**config.mk**
```make
export PLATFORM = sky130hd
export DESIGN_NAME = anti_theft_fsm
export DESIGN_NICKNAME = d
export VERILOG_FILES = /design/src/rtl/anti_theft_pkg.sv /design/src/rtl/anti_theft_interval_sel.sv /design/src/rtl/anti_theft_fsm.sv
export SDC_FILE = /design/constraint.sdc
export NUM_CORES = 1
export LEC_CHECK = 0
export ABC_AREA = 1
export BUFFER_PORTS_ARGS = -buffer_cell sky130_fd_sc_hd__buf_4
export CAP_MARGIN = 20
export CORE_MARGIN = 2
export CORE_UTILIZATION = 30
export DETAILED_ROUTE_END_ITERATION = 6
export GPL_TIMING_DRIVEN = 0
export HOLD_SLACK_MARGIN = 0.15
export PLACE_DENSITY_LB_ADDON = 0.15
export SYNTH_ARGS = -nofsm -noshare
export SYNTH_HDL_FRONTEND = slang
export SYNTH_SLANG_ARGS = --single-unit
export TNS_END_PERCENT = 50
```
**constraint.sdc**
```tcl
create_clock -name clock -period 1.3 [get_ports clock]
set_clock_uncertainty 0.1 [all_clocks]
set_input_delay 0.065 -clock clock [delete_from_list [all_inputs] [get_ports clock]]
set_output_delay 0.065 -clock clock [all_outputs]
set_load 0.005 [all_outputs]
```
**src/rtl/anti_theft_pkg.sv**
```systemverilog
// Shared types and default intervals for the car-alarm sequencing controller.
// Optional fuel-pump interlock in the top module is enabled by ANTI_THEFT_FUEL_PUMP_EN.
package anti_theft_pkg;

    // Controller states; encodings are visible on state_dbg.
    typedef enum logic [2:0] {
        ARMED      = 3'd0,
        TRIGGERED  = 3'd1,
        SOUND      = 3'd2,
        HOLD       = 3'd3,
        DISARMED   = 3'd4,
        WAIT_OPEN  = 3'd5,
        WAIT_CLOSE = 3'd6,
        ARM_DELAY  = 3'd7
    } state_t;

    // Which countdown interval to load into the shared timer.
    typedef enum logic [1:0] {
        ARM       = 2'd0,
        DRIVER    = 2'd1,
        PASSENGER = 2'd2,
        ALARM     = 2'd3
    } interval_sel_t;

    // Default intervals in seconds (legal range 1..15).
    localparam logic [3:0] DEFAULT_ARM_DELAY       = 4'd6;
    localparam logic [3:0] DEFAULT_DRIVER_DELAY    = 4'd8;
    localparam logic [3:0] DEFAULT_PASSENGER_DELAY = 4'd15;
    localparam logic [3:0] DEFAULT_ALARM_ON        = 4'd10;

endpackage

```
**src/rtl/anti_theft_interval_sel.sv**
```systemverilog
// Maps an interval select code onto the configured 4-bit countdown value.
module anti_theft_interval_sel
    import anti_theft_pkg::*;
#(
    parameter logic [3:0] T_ARM_DELAY       = DEFAULT_ARM_DELAY,
    parameter logic [3:0] T_DRIVER_DELAY    = DEFAULT_DRIVER_DELAY,
    parameter logic [3:0] T_PASSENGER_DELAY = DEFAULT_PASSENGER_DELAY,
    parameter logic [3:0] T_ALARM_ON        = DEFAULT_ALARM_ON
) (
    input  logic [1:0] sel,
    output logic [3:0] value
);

    // Select the interval that matches the requested phase.
    always_comb begin
        value = T_ARM_DELAY;
        case (sel)
            ARM:       value = T_ARM_DELAY;
            DRIVER:    value = T_DRIVER_DELAY;
            PASSENGER: value = T_PASSENGER_DELAY;
            ALARM:     value = T_ALARM_ON;
            default:   value = T_ARM_DELAY;
        endcase
    end

endmodule

```
**src/rtl/anti_theft_fsm.sv**
```systemverilog
// Car-alarm sequencing controller: watches ignition and doors, loads the shared
// countdown timer, reacts to expiry, and drives siren and status LED.
// Define ANTI_THEFT_FUEL_PUMP_EN to add the hidden-switch fuel-pump interlock.
module anti_theft_fsm
    import anti_theft_pkg::*;
#(
    parameter logic [3:0] T_ARM_DELAY       = DEFAULT_ARM_DELAY,
    parameter logic [3:0] T_DRIVER_DELAY    = DEFAULT_DRIVER_DELAY,
    parameter logic [3:0] T_PASSENGER_DELAY = DEFAULT_PASSENGER_DELAY,
    parameter logic [3:0] T_ALARM_ON        = DEFAULT_ALARM_ON
) (
    input  logic       clock,
    input  logic       reset,
    input  logic       ignition,
    input  logic       door_driver,
    input  logic       door_pass,
    input  logic       expired,
    input  logic       half_hz_enable,
`ifdef ANTI_THEFT_FUEL_PUMP_EN
    input  logic       hidden_switch,
    input  logic       brake_pedal,
`endif
    output logic       start_timer,
    output logic [3:0] timer_value,
    output logic       siren,
    output logic       status_led,
    output logic [2:0] state_dbg,
    output logic       fuel_pump_power
);

    state_t        state;
    state_t        next_state;
    logic          load;
    interval_sel_t sel;
    logic [3:0]    sel_value;
    logic          guard;
    logic          expired_seen;
    logic          any_door;

    anti_theft_interval_sel #(
        .T_ARM_DELAY      (T_ARM_DELAY),
        .T_DRIVER_DELAY   (T_DRIVER_DELAY),
        .T_PASSENGER_DELAY(T_PASSENGER_DELAY),
        .T_ALARM_ON       (T_ALARM_ON)
    ) u_interval_sel (
        .sel  (sel),
        .value(sel_value)
    );

    // The timer still shows the old count while it is being loaded, so expired
    // is masked during the load-pulse cycle.
    assign expired_seen = expired && !guard;
    assign any_door     = door_driver || door_pass;
    assign state_dbg    = state;

    // State register plus the registered timer load pulse, value and guard.
    always_ff @(posedge clock or posedge reset) begin
        if (reset) begin
            state       <= ARMED;
            start_timer <= 1'b0;
            timer_value <= '0;
            guard       <= 1'b0;
        end else begin
            state       <= next_state;
            start_timer <= load;
            guard       <= load;
            if (load) begin
                timer_value <= sel_value;
            end
        end
    end

    // Next-state and timer-load decision; ignition overrides the alarm side.
    always_comb begin
        next_state = state;
        load       = 1'b0;
        sel        = ARM;
        case (state)
            ARMED: begin
                if (ignition) begin
                    next_state = DISARMED;
                end else if (door_driver) begin
                    next_state = TRIGGERED;
                    load       = 1'b1;
                    sel        = DRIVER;
                end else if (door_pass) begin
                    next_state = TRIGGERED;
                    load       = 1'b1;
                    sel        = PASSENGER;
                end
            end
            TRIGGERED: begin
                if (ignition) begin
                    next_state = DISARMED;
                end else if (expired_seen) begin
                    next_state = SOUND;
                end
            end
            SOUND: begin
                if (ignition) begin
                    next_state = DISARMED;
                end else if (!any_door) begin
                    next_state = HOLD;
                    load       = 1'b1;
                    sel        = ALARM;
                end
            end
            HOLD: begin
                if (ignition) begin
                    next_state = DISARMED;
                end else if (any_door) begin
                    next_state = SOUND;
                end else if (expired_seen) begin
                    next_state = ARMED;
                end
            end
            DISARMED: begin
                if (!ignition) begin
                    next_state = WAIT_OPEN;
                end
            end
            WAIT_OPEN: begin
                if (ignition) begin
                    next_state = DISARMED;
                end else if (door_driver) begin
                    next_state = WAIT_CLOSE;
                end
            end
            WAIT_CLOSE: begin
                if (ignition) begin
                    next_state = DISARMED;
                end else if (!any_door) begin
                    next_state = ARM_DELAY;
                    load       = 1'b1;
                    sel        = ARM;
                end
            end
            ARM_DELAY: begin
                if (ignition) begin
                    next_state = DISARMED;
                end else if (any_door) begin
                    next_state = WAIT_CLOSE;
                end else if (expired_seen) begin
                    next_state = ARMED;
                end
            end
            default: next_state = ARMED;
        endcase
    end

    // Siren and LED decoded directly from the current state.
    always_comb begin
        siren      = 1'b0;
        status_led = 1'b0;
        case (state)
            ARMED:     status_led = half_hz_enable;
            TRIGGERED: status_led = 1'b1;
            SOUND: begin
                siren      = 1'b1;
                status_led = 1'b1;
            end
            HOLD: begin
                siren      = 1'b1;
                status_led = 1'b1;
            end
            default: begin
                siren      = 1'b0;
                status_led = 1'b0;
            end
        endcase
    end

`ifdef ANTI_THEFT_FUEL_PUMP_EN
    // Fuel pump latches on with the secret combination, drops with ignition.
    always_ff @(posedge clock or posedge reset) begin
        if (reset) begin
            fuel_pump_power <= 1'b0;
        end else if (!ignition) begin
            fuel_pump_power <= 1'b0;
        end else if (hidden_switch && brake_pedal) begin
            fuel_pump_power <= 1'b1;
        end
    end
`else
    assign fuel_pump_power = 1'b0;
`endif

endmodule

```
==> results.yml <==
outcome:
  status: "finished with violations"
  violations: "negative setup slack"
sta:
  fin_ws_ps: -19.6
  post-route-period-util_pct: 102
  setup_viol_count_final: 2
  rsz0062_at_grt: "yes"
  hold_viol: 0
  clock.fmax_mhz: 758
  slew_violations: 0
  fin_tns_setup_ps: -19.9
  layout_min_cycle_time_ps: 1320
  whs_ps: 208
synthesis:
  synthTopCellsByCount: "nand2_1, nor2_1, inv_1"
  ys_ff_latch: 8
  yosysMostFrequentCell: "nand2_1"
  ys_warn_count: 0
  synth_edf_count: 0
  synth_cell_types: 16
  synth_top_area_share_pct: 35.2
  ys_seq_area_share_pct: 35.2
  syn_inst: 79
  syn_nets: 86
  ys_top_cells_by_area: "dfrtp_1, nand2_1, nand3_2"
  synth_area_per_cell_um2: 7.21
  synth-main-ff-cell: "dfrtp_1"
  yosysTopAreaCell: "dfrtp_1"
  async_flop_share_pct: 100
  synth_area_um2: 569
detailed_routing:
  wire_per_inst_um: 10.1
  wl_um: 1340
  ant_nets: 0
  via_per_inst: 4.27
  first_pass_iters: 4
  vias: 568
  drc: 0
  initialDrtViolationCount: 7
finish:
  nNetsFinal: 117
  final_cells: 133
  final_util_pct: 48.8
  syn2layout_area_growth_pct: 51.2
  n_antenna_cell: 0
  drive_gt1_share_pct: 45.4
  fillers: 198
floorplanning:
  core_um2: 1760
  start_util_pct: 32.3
  rows: 15
  die_w_um: 47.6
  fp.dieArea_um2: 2260
  die_height_um: 47.6
  pin_count: 18
critical_path:
  reg2reg_from: "state_dbg[0]$_DFFE_PP0P_"
  required_ps: 1350
  cp-end-kind: "register"
  rrSetupSlack_ps: -20
  crit_path_start: "state_dbg[0]$_DFFE_PP0P_"
  path_max_fanout: 6
  worstPathArrival_ps: 1370
  worstSetupPathType: "reg -> reg"
  timing.critical_path.from_type: "register"
hold_path:
  hp-class: "in -> reg"
  worstHoldStart: "door_pass"
clock_network:
  ctsLongestPathBuffers: 2
  clock_sinks: 8
  clkTransAtPathRegs_ps: 60
  root_buffer: "clkbuf_4"
  clk_latency_ps: 250
  numCtsBuffers: 3
  htree_levels: 1
  tritoncts: "done"
global_route:
  grt_use_total_pct: 14.2
  grt_pass1_vias: 519
  overflow: 0
  grt_max_degree: 10
  gr-usage-met2_pct: 24.6
  grtUsageMet1_pct: 15.9
  met3_usage_pct: 6.79
  antenna_found_initial: 0
  grt_pass1_wl_um: 2180
  grt-busiest-layer: "met2"
power_and_ir_drop:
  powerDensity_nw_per_um2: 1450
  static-leakage-power_nw: 0.446
  power_w: 0.00124
  peakVddDrop_mv: 0.774
place:
  place.gp.congestion: 0.800
  dp.cells: 120
  dp_hpwl_um: 958
  place.port_buffers: 16
flow_run:
  cap_violations: 0
kinds of logic after synthesis:
family                 share of synthesized area (%)
and+or+nand+nor                                 50.3
buffers and inverters                           11.2
DFF                                             35.2
AOI/OAI and AO/OA                               2.64
other                                          0.659
layer usage:
metal	routed length [µm]	share of wire, %	up-vias
met5	0	0	-
met4	0	0	0
li1	-	-	298
met3	91	6.8	0
met1	565	42	256
met2	682	51	14
area by class of cell:
| cell class | instances | area, µm² | area share [%] |
|---|---|---|---|
| timing repair buffer | 26 | 213 | 24.7 |
| multi-input combinational | 57 | 328 | 38.1 |
| clock buffer | 3 | 22.5 | 2.62 |
| buffer | 2 | 18.8 | 2.18 |
| inverter | 12 | 45.0 | 5.23 |
| tap | 25 | 31.3 | 3.63 |
| sequential | 8 | 203 | 23.5 |
repair_timing:
| item | CTS | global route |
|---|---|---|
| gates resized for setup | 5 | 3 |
| hold buffers | 7 | 0 |
| endpoints found under the hold margin | 16 | 0 |
| setup buffers | 2 | 1 |
| setup endpoints to repair | 7 | 8 |
| pin swaps | 2 | 1 |
critical path: stages, from the launching register on:
cell,delay [ps]
dfrtp_2,480
nor3_4,250
nand2_2,130
nor2_4,110
nor2_2,50
nand2_1,50
nand2_1,40
report_power, final:
part	switching [W]	internal [W]
sequential	0.000113	0.000343
combinational	0.000295	0.000302
clock	0.0000859	0.000106
total	0.000494	0.000751
stage by stage:
stage | setup slack [ps] | cell area (µm²)
floorplan | 34.7 | 569
global placement | -77.4 | 721
detailed placement | -68.6 | 721
CTS | -17.6 | 841
global route | -103 | 861
finish | -19.6 | 861
placed cells by master (no fill, tap or decap):
cell type and instances:
buf_4 20, nor3_4 1, nand2_2 6, a21oi_1 2, dfrtp_1 6, dfrtp_2 2
clkbuf_4 3, buf_6 1, nor2_2 3, nor2_4 4, nand3_2 6, inv_1 9
nor2_1 10, inv_2 3, nand3_1 6, conb_1 1, dlygate4sd3_1 7, nand2_1 17
o21ai_1 1
worst paths after layout:
path,cells past startpoint,to
worst max-delay path,6,timer_value[2]$_DFFE_PP0P_
worst min-delay path,7,state_dbg[2]$_DFFE_PP0P_
worst max register to register,6,timer_value[2]$_DFFE_PP0P_
worst min register to register,2,timer_value[1]$_DFFE_PP0P_
max in group asynchronous,3,state_dbg[1]$_DFFE_PP0P_
min in group asynchronous,3,state_dbg[2]$_DFFE_PP0P_
state kept, by name, indices dropped and copies added, names as in the netlist:
| register | cells |
|---|---|
| timer_value | 4 |
| state_dbg | 3 |
| guard | 1 |
Note: power is estimated with default switching activity, not from simulation.
